File: src/rtl/relay_pkg.sv
// -----------------------------------------------------------------------------
// relay_pkg
// Shared definitions for the relay-station stream converters.
//   - clog2        : constant-expression ceiling log2, used for derived widths
//   - RELAY_*      : default narrow width and packing ratio
//   - ratio_legal  : legality test for RATIO, used by elaboration checks
// No ports (package).
// -----------------------------------------------------------------------------
package relay_pkg;

    localparam int RELAY_IN_WIDTH  = 32;
    localparam int RELAY_RATIO     = 4;
    localparam int RELAY_RATIO_MIN = 2;
    localparam int RELAY_RATIO_MAX = 64;

    function automatic int clog2(input int value);
        int result;
        result = 0;
        for (int i = 0; i < 31; i++) begin
            if ((1 << i) < value) begin
                result = i + 1;
            end
        end
        return result;
    endfunction

    function automatic bit ratio_legal(input int ratio);
        return (ratio >= RELAY_RATIO_MIN) && (ratio <= RELAY_RATIO_MAX);
    endfunction

endpackage

File: src/rtl/relay_upsizer_acc.sv
// -----------------------------------------------------------------------------
// relay_upsizer_acc
// Lane counter and accumulator for relay_upsizer. Collects narrow words into
// lanes 0..RATIO-2 and presents the completed wide vector combinationally in
// the cycle the closing word is accepted.
// Optional feature: RELAY_UPSIZER_EOT_EN (bit IN_WIDTH-1 closes a short word).
// Ports:
//   clk, reset_n  : clock, synchronous active-low reset
//   accept        : narrow word on in_dout is consumed this cycle
//   in_dout       : narrow word
//   last_lane     : counter sits on the final lane
//   eot           : head word carries the end-of-transfer flag
//   complete      : this accept closes a wide word
//   wide_vec      : {in_dout, accumulator} with lanes above the current one zeroed
//   wide_count    : valid lanes in wide_vec (current lane + 1)
// -----------------------------------------------------------------------------
module relay_upsizer_acc
    import relay_pkg::*;
#(
    parameter  int IN_WIDTH  = RELAY_IN_WIDTH,
    parameter  int RATIO     = RELAY_RATIO,
    localparam int CNT_WIDTH = clog2(RATIO + 1)
) (
    input  logic                             clk,
    input  logic                             reset_n,
    input  logic                             accept,
    input  logic [IN_WIDTH-1:0]              in_dout,
    output logic                             last_lane,
    output logic                             eot,
    output logic                             complete,
    output logic [RATIO-1:0][IN_WIDTH-1:0]   wide_vec,
    output logic [CNT_WIDTH-1:0]             wide_count
);

    localparam int                LANE_W    = clog2(RATIO);
    localparam logic [LANE_W-1:0] LAST_LANE = LANE_W'(RATIO - 1);

    logic [LANE_W-1:0]                 lane_q, lane_d;
    logic [RATIO-2:0][IN_WIDTH-1:0]    acc_q, acc_d;

`ifdef RELAY_UPSIZER_EOT_EN
    assign eot = in_dout[IN_WIDTH-1];
`else
    assign eot = 1'b0;
`endif

    assign last_lane  = (lane_q == LAST_LANE);
    assign complete   = accept & (last_lane | eot);
    assign wide_count = CNT_WIDTH'(lane_q) + CNT_WIDTH'(1);

    always_comb begin
        lane_d = lane_q;
        acc_d  = acc_q;
        if (accept) begin
            if (complete) begin
                // Stale lanes are left in place; they are overwritten before reuse.
                lane_d = '0;
            end else begin
                lane_d = lane_q + LANE_W'(1);
                for (int i = 0; i < RATIO - 1; i++) begin
                    if (lane_q == LANE_W'(i)) begin
                        acc_d[i] = in_dout;
                    end
                end
            end
        end
    end

    // Lanes below the current one come from the accumulator, the current lane
    // is the incoming word, anything above is zero (only reachable on EOT).
    always_comb begin
        for (int i = 0; i < RATIO - 1; i++) begin
            wide_vec[i] = (LANE_W'(i) < lane_q) ? acc_q[i] : '0;
        end
        wide_vec[RATIO-1] = '0;
        for (int i = 0; i < RATIO; i++) begin
            if (LANE_W'(i) == lane_q) begin
                wide_vec[i] = in_dout;
            end
        end
    end

    always_ff @(posedge clk) begin
        if (!reset_n) begin
            lane_q <= '0;
            acc_q  <= '0;
        end else begin
            lane_q <= lane_d;
            acc_q  <= acc_d;
        end
    end

endmodule

File: src/rtl/relay_upsizer.sv
// -----------------------------------------------------------------------------
// relay_upsizer
// Packs RATIO consecutive narrow words from an upstream FWFT port into one
// wide word presented on a downstream FWFT port, one narrow word per cycle.
// Optional feature: RELAY_UPSIZER_EOT_EN -- a narrow word with bit IN_WIDTH-1
// set closes the wide word early (out_count reports the valid lanes).
// Ports:
//   clk, reset_n  : clock, synchronous active-low reset
//   in_empty_n    : upstream has a head word
//   in_read       : combinational acknowledge of in_dout
//   in_dout       : upstream head word
//   out_empty_n   : out_dout holds a valid wide word
//   out_read      : downstream consumes out_dout
//   out_dout      : packed word, lane 0 in the low bits
//   out_count     : valid lanes in out_dout
// -----------------------------------------------------------------------------
module relay_upsizer
    import relay_pkg::*;
#(
    parameter  int IN_WIDTH  = RELAY_IN_WIDTH,
    parameter  int RATIO     = RELAY_RATIO,
    localparam int OUT_WIDTH = IN_WIDTH * RATIO,
    localparam int CNT_WIDTH = clog2(RATIO + 1)
) (
    input  logic                  clk,
    input  logic                  reset_n,
    input  logic                  in_empty_n,
    output logic                  in_read,
    input  logic [IN_WIDTH-1:0]   in_dout,
    output logic                  out_empty_n,
    input  logic                  out_read,
    output logic [OUT_WIDTH-1:0]  out_dout,
    output logic [CNT_WIDTH-1:0]  out_count
);

    if (!ratio_legal(RATIO)) begin : g_bad_ratio
        $error("relay_upsizer: RATIO must be within 2..64");
    end

    logic                            last_lane;
    logic                            eot;
    logic                            complete;
    logic                            stall;
    logic [RATIO-1:0][IN_WIDTH-1:0]  wide_vec;
    logic [CNT_WIDTH-1:0]            wide_count;

    logic                  out_empty_n_q, out_empty_n_d;
    logic [OUT_WIDTH-1:0]  out_dout_q,    out_dout_d;
    logic [CNT_WIDTH-1:0]  out_count_q,   out_count_d;

    // A word that would close a wide word must wait while the output register
    // is occupied and not being drained this cycle.
    assign stall   = out_empty_n_q & ~out_read & (last_lane | eot);
    assign in_read = reset_n & in_empty_n & ~stall;

    relay_upsizer_acc #(
        .IN_WIDTH (IN_WIDTH),
        .RATIO    (RATIO)
    ) u_acc (
        .clk        (clk),
        .reset_n    (reset_n),
        .accept     (in_read),
        .in_dout    (in_dout),
        .last_lane  (last_lane),
        .eot        (eot),
        .complete   (complete),
        .wide_vec   (wide_vec),
        .wide_count (wide_count)
    );

    always_comb begin
        out_empty_n_d = out_empty_n_q;
        out_dout_d    = out_dout_q;
        out_count_d   = out_count_q;
        if (out_read && out_empty_n_q) begin
            out_empty_n_d = 1'b0;
        end
        // A load wins over a same-cycle drain, keeping full throughput.
        if (complete) begin
            out_empty_n_d = 1'b1;
            out_dout_d    = wide_vec;
            out_count_d   = wide_count;
        end
    end

    always_ff @(posedge clk) begin
        if (!reset_n) begin
            out_empty_n_q <= 1'b0;
            out_dout_q    <= '0;
            out_count_q   <= '0;
        end else begin
            out_empty_n_q <= out_empty_n_d;
            out_dout_q    <= out_dout_d;
            out_count_q   <= out_count_d;
        end
    end

    assign out_empty_n = out_empty_n_q;
    assign out_dout    = out_dout_q;
    assign out_count   = out_count_q;

endmodule

File: config.mk
export PLATFORM = sky130hd
export DESIGN_NAME = relay_upsizer
export DESIGN_NICKNAME = d
export VERILOG_FILES = /design/src/rtl/relay_pkg.sv /design/src/rtl/relay_upsizer_acc.sv /design/src/rtl/relay_upsizer.sv
export SDC_FILE = /design/constraint.sdc
export NUM_CORES = 1
export LEC_CHECK = 0
export ABC_AREA = 1
export ABC_CLOCK_PERIOD_IN_PS = 2400
export CORE_ASPECT_RATIO = 1.25
export CORE_MARGIN = 2
export CORE_UTILIZATION = 54
export DETAILED_ROUTE_END_ITERATION = 16
export PLACE_DENSITY = 0.8
export REMOVE_ABC_BUFFERS = 1
export SETUP_SLACK_MARGIN = 0.15
export SLEW_MARGIN = 20
export SYNTH_ARGS = -nofsm -noshare
export SYNTH_HDL_FRONTEND = slang
export SYNTH_SLANG_ARGS = --single-unit
File: constraint.sdc
create_clock -name clk -period 2.4 [get_ports clk]
set_clock_uncertainty 0.2 [all_clocks]
set_input_delay 0.48 -clock clk [delete_from_list [all_inputs] [get_ports clk]]
set_output_delay 0.48 -clock clk [all_outputs]
set_load 0.05 [all_outputs]
Word level (Yosys, flattened, before mapping)
Cells that the tools add are included.
{ "op_classes": {"mux": 10, "n_eq_ne": 6, "n_reduce_logical": 6, "n_lt_le_gt_ge": 3, "n_bitwise": 8, "addsub": 2} }
{ "ops": {"columns": ["operator", "n"], "rows": [
  ["$mux 32", 7],
  ["$reduce_and 3->1", 3],
  ["$and 1x1->1", 5],
  ["$eq 2x2->1 const A", 2],
  ["$eq 2x2->1 const B", 2],
  ["$lt 1x2->1 const A", 2],
  ["$add 2x1->3 const B", 1],
  ["$not 1->1", 3],
  ["$add 2x1->2 const B", 1],
  ["$eq 1x2->1 const A", 1],
  ["$eq 2x1->1 const B", 1],
  ["$logic_not 2->1", 1],
  ["$lt 2x2->1 const A", 1],
  ["$mux 1", 2],
  ["$mux 2", 1],
  ["$reduce_bool 2->1", 1],
  ["$logic_and 1x1->1", 1]
]} }
{ "word_totals": {"register_bits": 230, "word_cells": 42} }

Logic depth before layout (Yosys ltp)
Gate-level depths: netlist (run 1).
{ "logic_depth": {"word_depth": 8, "mapped_depth": 11, "depth_no_buf": 6} }

Hierarchy
Synthesis (run 1) repeated with hierarchy kept, for this count alone.
{ "unflattened": {"cells_unflattened": 1571, "area_unflattened_um2": 10553.9} }
{ "by_module_without_submodules": {"columns": ["module", "cells_per_inst", "seq_area_each_um2", "instances", "area_per_inst_um2"], "rows": [
  ["relay_upsizer_acc", 996, 1961.9, 1, 5776.8],
  ["relay_upsizer", 575, 2642.5, 1, 4777.1]
]} }

Worst setup path after synthesis (run 1)
No wires, ideal clock.
{ "synth_timing": {"path_kind": "register to register", "startpoint": "register u_acc.lane_q[1]", "endpoint": "register out_dout_q[26], in the netlist out_dout[26]", "path_slack_ns": 0.226, "path_buffers": 5, "arrival_time_ns": 1.861, "period_less_slack_ns": 2.174, "stages_incl_launch_ff": 12, "setup_time_ns": 0.113, "cell_sequence": "dfxtp_1 -> clkbuf_1 -> clkbuf_1 -> inv_1 -> ha_1 -> clkbuf_1 -> buf_2 -> buf_2 -> nand2_1 -> o21ai_0 -> nor2_1 -> nor2_1"} }
{ "synth_between": {"elab_chain_len": 5} }
{ "synth_rtl": {"columns": ["element", "line_no", "rtl"], "rows": [
  ["start, declared", "relay_upsizer_acc.sv:38", "logic [LANE_W-1:0] lane_q, lane_d;"],
  ["start signal, assigned", "relay_upsizer_acc.sv:88", "lane_q <= lane_d;"],
  ["$eq 2x2->1", "relay_upsizer_acc.sv:47", "assign last_lane = (lane_q == LAST_LANE);"],
  ["$and 1x1->1", "relay_upsizer.sv:53", "assign stall = out_empty_n_q & ~out_read & (last_lane | eot);"],
  ["$not 1->1", "relay_upsizer.sv:54", "assign in_read = reset_n & in_empty_n & ~stall;"],
  ["$and 1x1->1", "relay_upsizer.sv:54", null],
  ["$and 1x1->1", "relay_upsizer_acc.sv:48", "assign complete = accept & (last_lane | eot);"],
  ["end signal, assigned", "relay_upsizer.sv:93", "out_dout_q <= out_dout_d;"],
  ["end, declared", "relay_upsizer.sv:48", "logic [OUT_WIDTH-1:0] out_dout_q, out_dout_d;"]
]} }
Parallel ways exist; a longest one is shown, timed or not.
A chain may end at the register's enable or synchronous reset.

Worst setup path after layout (run 1)
{ "layout_timing": {"startpoint": "register u_acc.lane_q[0]", "endpoint": "output in_read"} }
{ "layout_between": {"elab_chain_len": 4} }
{ "layout_rtl": {"columns": ["element", "line_no", "rtl"], "rows": [
  ["$eq 2x2->1", "relay_upsizer_acc.sv:47", null],
  ["$and 1x1->1", "relay_upsizer.sv:53", null],
  ["$not 1->1", "relay_upsizer.sv:54", null],
  ["$and 1x1->1", "relay_upsizer.sv:54", null],
  ["end, declared", "relay_upsizer.sv:28", "output logic in_read,"]
]} }
No other way between the ends.

==> impl_metrics.yaml, run 1 <==
grt:
  grt_pass1_vias: 9617
  grt-ovfl-total: 0
  grt_max_degree: 70
  grt_pass1_wl_mm: 44.9
  grt.total_usage_pct: 25.7
  antenna_found_initial: 1
logic_synthesis:
  yosysWarnings: 0
  synth-seq-cells: 230
  synth_cells: 1764
  yosys-top-cells-area: "dfxtp_1 43%, nand2_1 21%, nor2_1 12%, inv_1 8.2%, nand3_1 4.6%"
  ys_seq_area_share_pct: 42.8
  synth_cell_types: 13
  postSynthAreaPerCell_um2: 6.09
  netlist_area_um2: 10700
  synth_top_cell_by_area: "dfxtp_1"
  netlist.area_leader.share_pct: 42.8
timing:
  setup-tns-final_ps: 0
  slew-limit-headroom_pct: 49.9
  rsz0062_at_grt: "false"
  tightestPinTransition_ps: 752
  hold_viol: 0
  hold_slack_ps: 280
  fmax_mhz: 452
  setup_viol: 0
  slew_violations: 0
  period_share_pct: 92.3
  min_period_ps: 2210
floorplanning:
  fp.dieW_um: 130
  chipHeight_um: 162
  coreArea_um2: 19500
  io_pins: 169
  start_util_pct: 55.2
  row_count: 57
  die_area_um2: 21100
placement:
  gp_congestion: 0.764
  hpwl_mm: 16.7
  io_buffers: 168
clocking:
  root_buffer: "clkbuf_16"
  cts.sinks: 230
  cts_buffer_depth: 3
  post_cts_buffers: 0
  path_clk_slew_ps: 60
  tritoncts: "built"
  h-tree-depth: 1
  insertion_delay_ps: 510
  cts_buffers: 24
worst_setup_path:
  critical_path_class: "register to primary output"
  crit_chain: "ha_4, nand3_1, nand2_2, inv_1, buf_12"
  critPathArrivalTime_ps: 1530
  r2r_slack_ps: 360
  worstPathRequired_ps: 1720
  crit_slowest_cell: "dfxtp_4"
  cp-start-kind: "register"
  crit_family: "flip-flops"
  cp_num_buf_inv: 2
  cp-end-kind: "primary output"
  worstPathMaxFanout: 5
  slowest_delay_ps: 380
flow_run:
  maxCapViolCount: 0
power:
  power_w: 0.00893
  p_int_w: 0.00674
  power_frac_comb_pct: 10.3
  power_frac_clock_pct: 45.5
  p_switching_w: 0.00219
  swShare_pct: 24.6
  ir_drop_mv: 0.542
  power_per_cell_area_nw_per_um2: 658
  power_frac_seq_pct: 44.2
  p_leak_nw: 7.40
final_layout:
  final_util_pct: 69.7
  nFillCells: 1706
  areaGrowthSynthToFinish_pct: 26.2
  drive_gt1_share_pct: 4.90
  nNetsFinal: 1920
  final_common_cell: "nand2_1"
  antenna_cells: 0
  final_cell_mix: "588 x nand2_1, 356 x nor2_1, 233 x inv_1, 228 x dfxtp_1, 132 x dlygate4sd2_1"
routing:
  detail_route.wl_per_cell_um: 12.6
  drc: 0
  routed_wl_mm: 27.2
  drt_iter0_drc: 811
  first_pass_iters: 5
  antenna_left: 0
  vias_per_cell: 4.83
  dr_total_vias: 10500
hold_path:
  hp-class: "register to register"
outcome:
  status: "complete, no violations"
[layer usage]
metal | GRT usage [%] | vias to the layer above | wire length (um)
met5 | 0 | - | 13
met4 | 7.38 | 2 | 570
met3 | 2.80 | 44 | 1270
met2 | 46.4 | 262 | 13700
met1 | 32.0 | 4698 | 11600
li1 | - | 5444 | -
[registers in the layout (all words and copies together) (netlist names)]
signal / cells
u_acc.acc_q: 96
out_dout: 128
out_count: 3
out_empty_n: 1
u_acc.lane_q: 2
[final timing paths]
path,startpoint,end,depth (start not counted)
worst max-delay path,u_acc.lane_q[0],in_read,5
worst min-delay path,u_acc.acc_q[59],u_acc.acc_q[59],2
worst max register to register,u_acc.lane_q[0],out_dout[1],6
worst min register to register,u_acc.acc_q[59],u_acc.acc_q[59],2
[layout make-up]
| type | count | area [um^2] | share of cell area [%] |
|---|---|---|---|
| clock inverter | 8 | 151 | 1.12 |
| tap | 265 | 332 | 2.44 |
| clock buffer | 36 | 727 | 5.36 |
| sequential | 230 | 4610 | 34.0 |
| timing repair buffer | 205 | 2010 | 14.8 |
| inverter | 235 | 882 | 6.50 |
| multi-input combinational | 1183 | 4850 | 35.7 |
[worst min-delay path: cells and delay by family, from the launching register on]
family	cells	cell delay, ps
AO/OA/AOI/OAI	1	40
flip-flops	1	330
AND/OR/NAND/NOR	1	80
[power by group through the flow]
| stage | Clock, W | Sequential (W) | Combinational [W] |
|---|---|---|---|
| 3_3_place_gp | 0 | 0.00403 | 0.000906 |
| 3_5_place_dp | 0 | 0.00403 | 0.000919 |
| 6_report | 0.00406 | 0.00395 | 0.000921 |
| 5_1_grt | 0.00428 | 0.00396 | 0.00103 |
| 4_1_cts | 0.00411 | 0.00395 | 0.000922 |
| 2_1_floorplan | 0 | 0.00408 | 0.000477 |
[cells in the mapped netlist]
master / n
a21oi_1: 34
nor2_2: 1
inv_1: 234
o21ai_0: 96
buf_2: 42
dfxtp_1: 230
nand2_1: 591
inv_2: 1
nand3_1: 99
ha_1: 5
clkbuf_1: 68
nor2_1: 357
buf_1: 6
[what timing repair did]
item / in CTS / in global routing
setup endpoints to repair: 133 / 1
hold buffers: 0 / 0
resized for setup: 133 / 5
pin swaps: 0 / 1
[cell families (layout without fill, tap and decap cells)]
kind of cell / count (synthesis) / in the layout / share of synthesized area [%]
compound gates: 130 / 130 / 6.05
fa+ha+maj: 5 / 5 / 0.582
buf+inv: 351 / 484 / 12.7
flops: 230 / 230 / 42.8
simple gates: 1048 / 1048 / 37.8
[metrics by stage]
step	setup slack (ps)	instance area (um^2)	instances
after floorplan	-4350	10300	1648
after global placement	230	12800	2118
after detailed placement	185	12800	2118
after CTS	15.9	13500	2162
after global routing	116	13600	2162
final	185	13600	2162
Power figures use the tool's default switching activity.
==> run 2: changes to the inputs <==
- PLACE_DENSITY: 0.8 -> 0.84
==> run 2 against run 1 <==
Net effect:
- clock-buffer cell count decreased by 1
- power decreased by 4.2%
- sequential cell count unchanged
- fmax about the same
- critical endpoint unchanged
- largest cell class unchanged
==> impl_metrics.yaml, run 2 (synthesis results as in run 1) <==
flow_run:
  maxCapViolCount: 0
final_layout:
  nNetsFinal: 1923
  largest_reg_flops: 128
  final_cell_mix: "589 x nand2_1, 356 x nor2_1, 233 x inv_1, 228 x dfxtp_1, 132 x dlygate4sd2_1"
  drive_gt1_share_pct: 4.64
  layout.cells.non_filler: 2162
  final_common_cell: "nand2_1"
  fin_area_um2: 13500
  final_util_pct: 69.2
  areaGrowthSynthToFinish_pct: 25.3
  antenna_cells: 0
clocking:
  cts.sinks: 230
  root_buffer: "clkbuf_16"
  cts_buffer_depth: 3
  insertion_delay_ps: 510
  h-tree-depth: 1
  path_clk_slew_ps: 60
  postCtsHoldBufs: 0
  tritoncts: "built"
  cts_buffers: 23
placement:
  io_buffers: 168
  hpwl_mm: 17.5
  dp.cells: 2121
  gp_congestion: 0.839
  placed_area_um2: 12800
power:
  power_per_cell_area_nw_per_um2: 635
  p_switching_w: 0.00215
  p_leak_nw: 7.35
  power_frac_seq_pct: 46.2
  p_int_w: 0.00640
  power_frac_comb_pct: 11.0
  swShare_pct: 25.2
  power_frac_clock_pct: 42.8
  ir_drop_mv: 0.533
worst_setup_path:
  critPathArrivalTime_ps: 1530
  r2r_cells: 6
  critical_path_class: "register to primary output"
  rr_endpoint: "u_acc.acc_q[37]"
  r2r_start: "u_acc.lane_q[1]"
  worstPathRequired_ps: 1720
  cp-start-kind: "register"
  worstPathMaxFanout: 5
  cp-end-kind: "primary output"
  r2r_slack_ps: 240
outcome:
  status: "complete, no violations"
grt:
  grt.total_usage_pct: 26.1
  grt_max_degree: 118
  grt_pass1_vias: 9737
  grt_pass1_wl_mm: 45.6
  grt-ovfl-total: 0
  antenna_found_initial: 1
routing:
  dr_total_vias: 10600
  detail_route.wl_per_cell_um: 12.8
  vias_per_cell: 4.89
  routed_wl_mm: 27.8
  first_pass_iters: 5
  drc: 0
  antenna_left: 0
  drt_iter0_drc: 1019
timing:
  rsz0062_at_grt: "true"
  fmax_mhz: 452
  slew_violations: 0
  hold_viol: 0
  min_period_ps: 2210
  period_share_pct: 92.2
  tightestPinTransition_ps: 848
  setup_viol: 0
  slew-limit-headroom_pct: 43.3
hold_path:
  hold_path_depth: 2
  min_delay_worst_endpoint: "out_count[2]"
  min-delay-start: "out_count[2]"
  hp-class: "register to register"
floorplanning:
  chipHeight_um: 162
  row_count: 57
  die_area_um2: 21100
  coreArea_um2: 19500
  io_pins: 169
  fp.dieW_um: 130
  start_util_pct: 55.2
[run 2: cell count changes in the layout (fill, tap and decap cells not counted), sizes merged]
cell and delta:
clkinv -3, clkbuf -1, inv +1, bufinv -1, buf +4
[run 2: area by class of cell]
cell class | instances | area, um^2
inverters | 235 | 882
repair buffers | 209 | 2040
clock buffers | 35 | 651
multi-input cells | 1183 | 4860
fillers | 1736 | 6000
well taps | 265 | 332
clock inverters | 5 | 104
flip-flops and latches | 230 | 4610
[run 2: timing repair]
item / CTS / global route
hold endpoints to repair: 0 / 0
setup buffers: 1 / 0
gates resized for setup: 134 / 3
pin swaps: 0 / 1
endpoints found under the setup margin: 133 / 6
[run 2: worst max-delay path by stage]
stage / depth (start not counted) / end / startpoint
3_5_place_dp: 8 / u_acc.acc_q[30] / in_empty_n
3_3_place_gp: 8 / u_acc.acc_q[29] / in_empty_n
4_1_cts: 5 / in_read / u_acc.lane_q[0]
5_1_grt: 5 / in_read / u_acc.lane_q[0]
2_1_floorplan: 3 / out_count[2] / u_acc.lane_q[1]
6_report: 5 / in_read / u_acc.lane_q[0]
[run 2: metal layers]
layer	global-route usage [%]	share of wire [%]	routed length, um	up-vias
met2	45.9	49	13700	302
met5	0	0.047	13	-
met1	33.0	43	11900	4785
met4	7.92	2.1	581	2
met3	3.33	5.7	1570	43
li1	-	-	-	5447
[run 2: worst max-delay path, cell delays in order (launching register included)]
cell and delay [ps]:
dfxtp_2 420, ha_4 200, nand3_1 80, nand2_1 100, inv_1 80, buf_12 150
[run 2: power by group through the flow]
stage	clock [W]	sequential (W)	combinational [W]
2_1_floorplan	0	0.00408	0.000477
3_3_place_gp	0	0.00404	0.000901
3_5_place_dp	0	0.00404	0.000921
4_1_cts	0.00372	0.00395	0.000930
5_1_grt	0.00386	0.00396	0.00104
6_report	0.00367	0.00395	0.000941
[run 2: per-stage QoR]
step	hold slack [ps]	setup slack (ps)	total power, W	setup TNS, ps
after floorplan	252	-4350	0.00456	-809770
after global placement	238	221	0.00494	0
after detailed placement	243	168	0.00496	0
after CTS	250	86.2	0.00859	0
after global routing	259	124	0.00886	0
final	252	187	0.00856	0
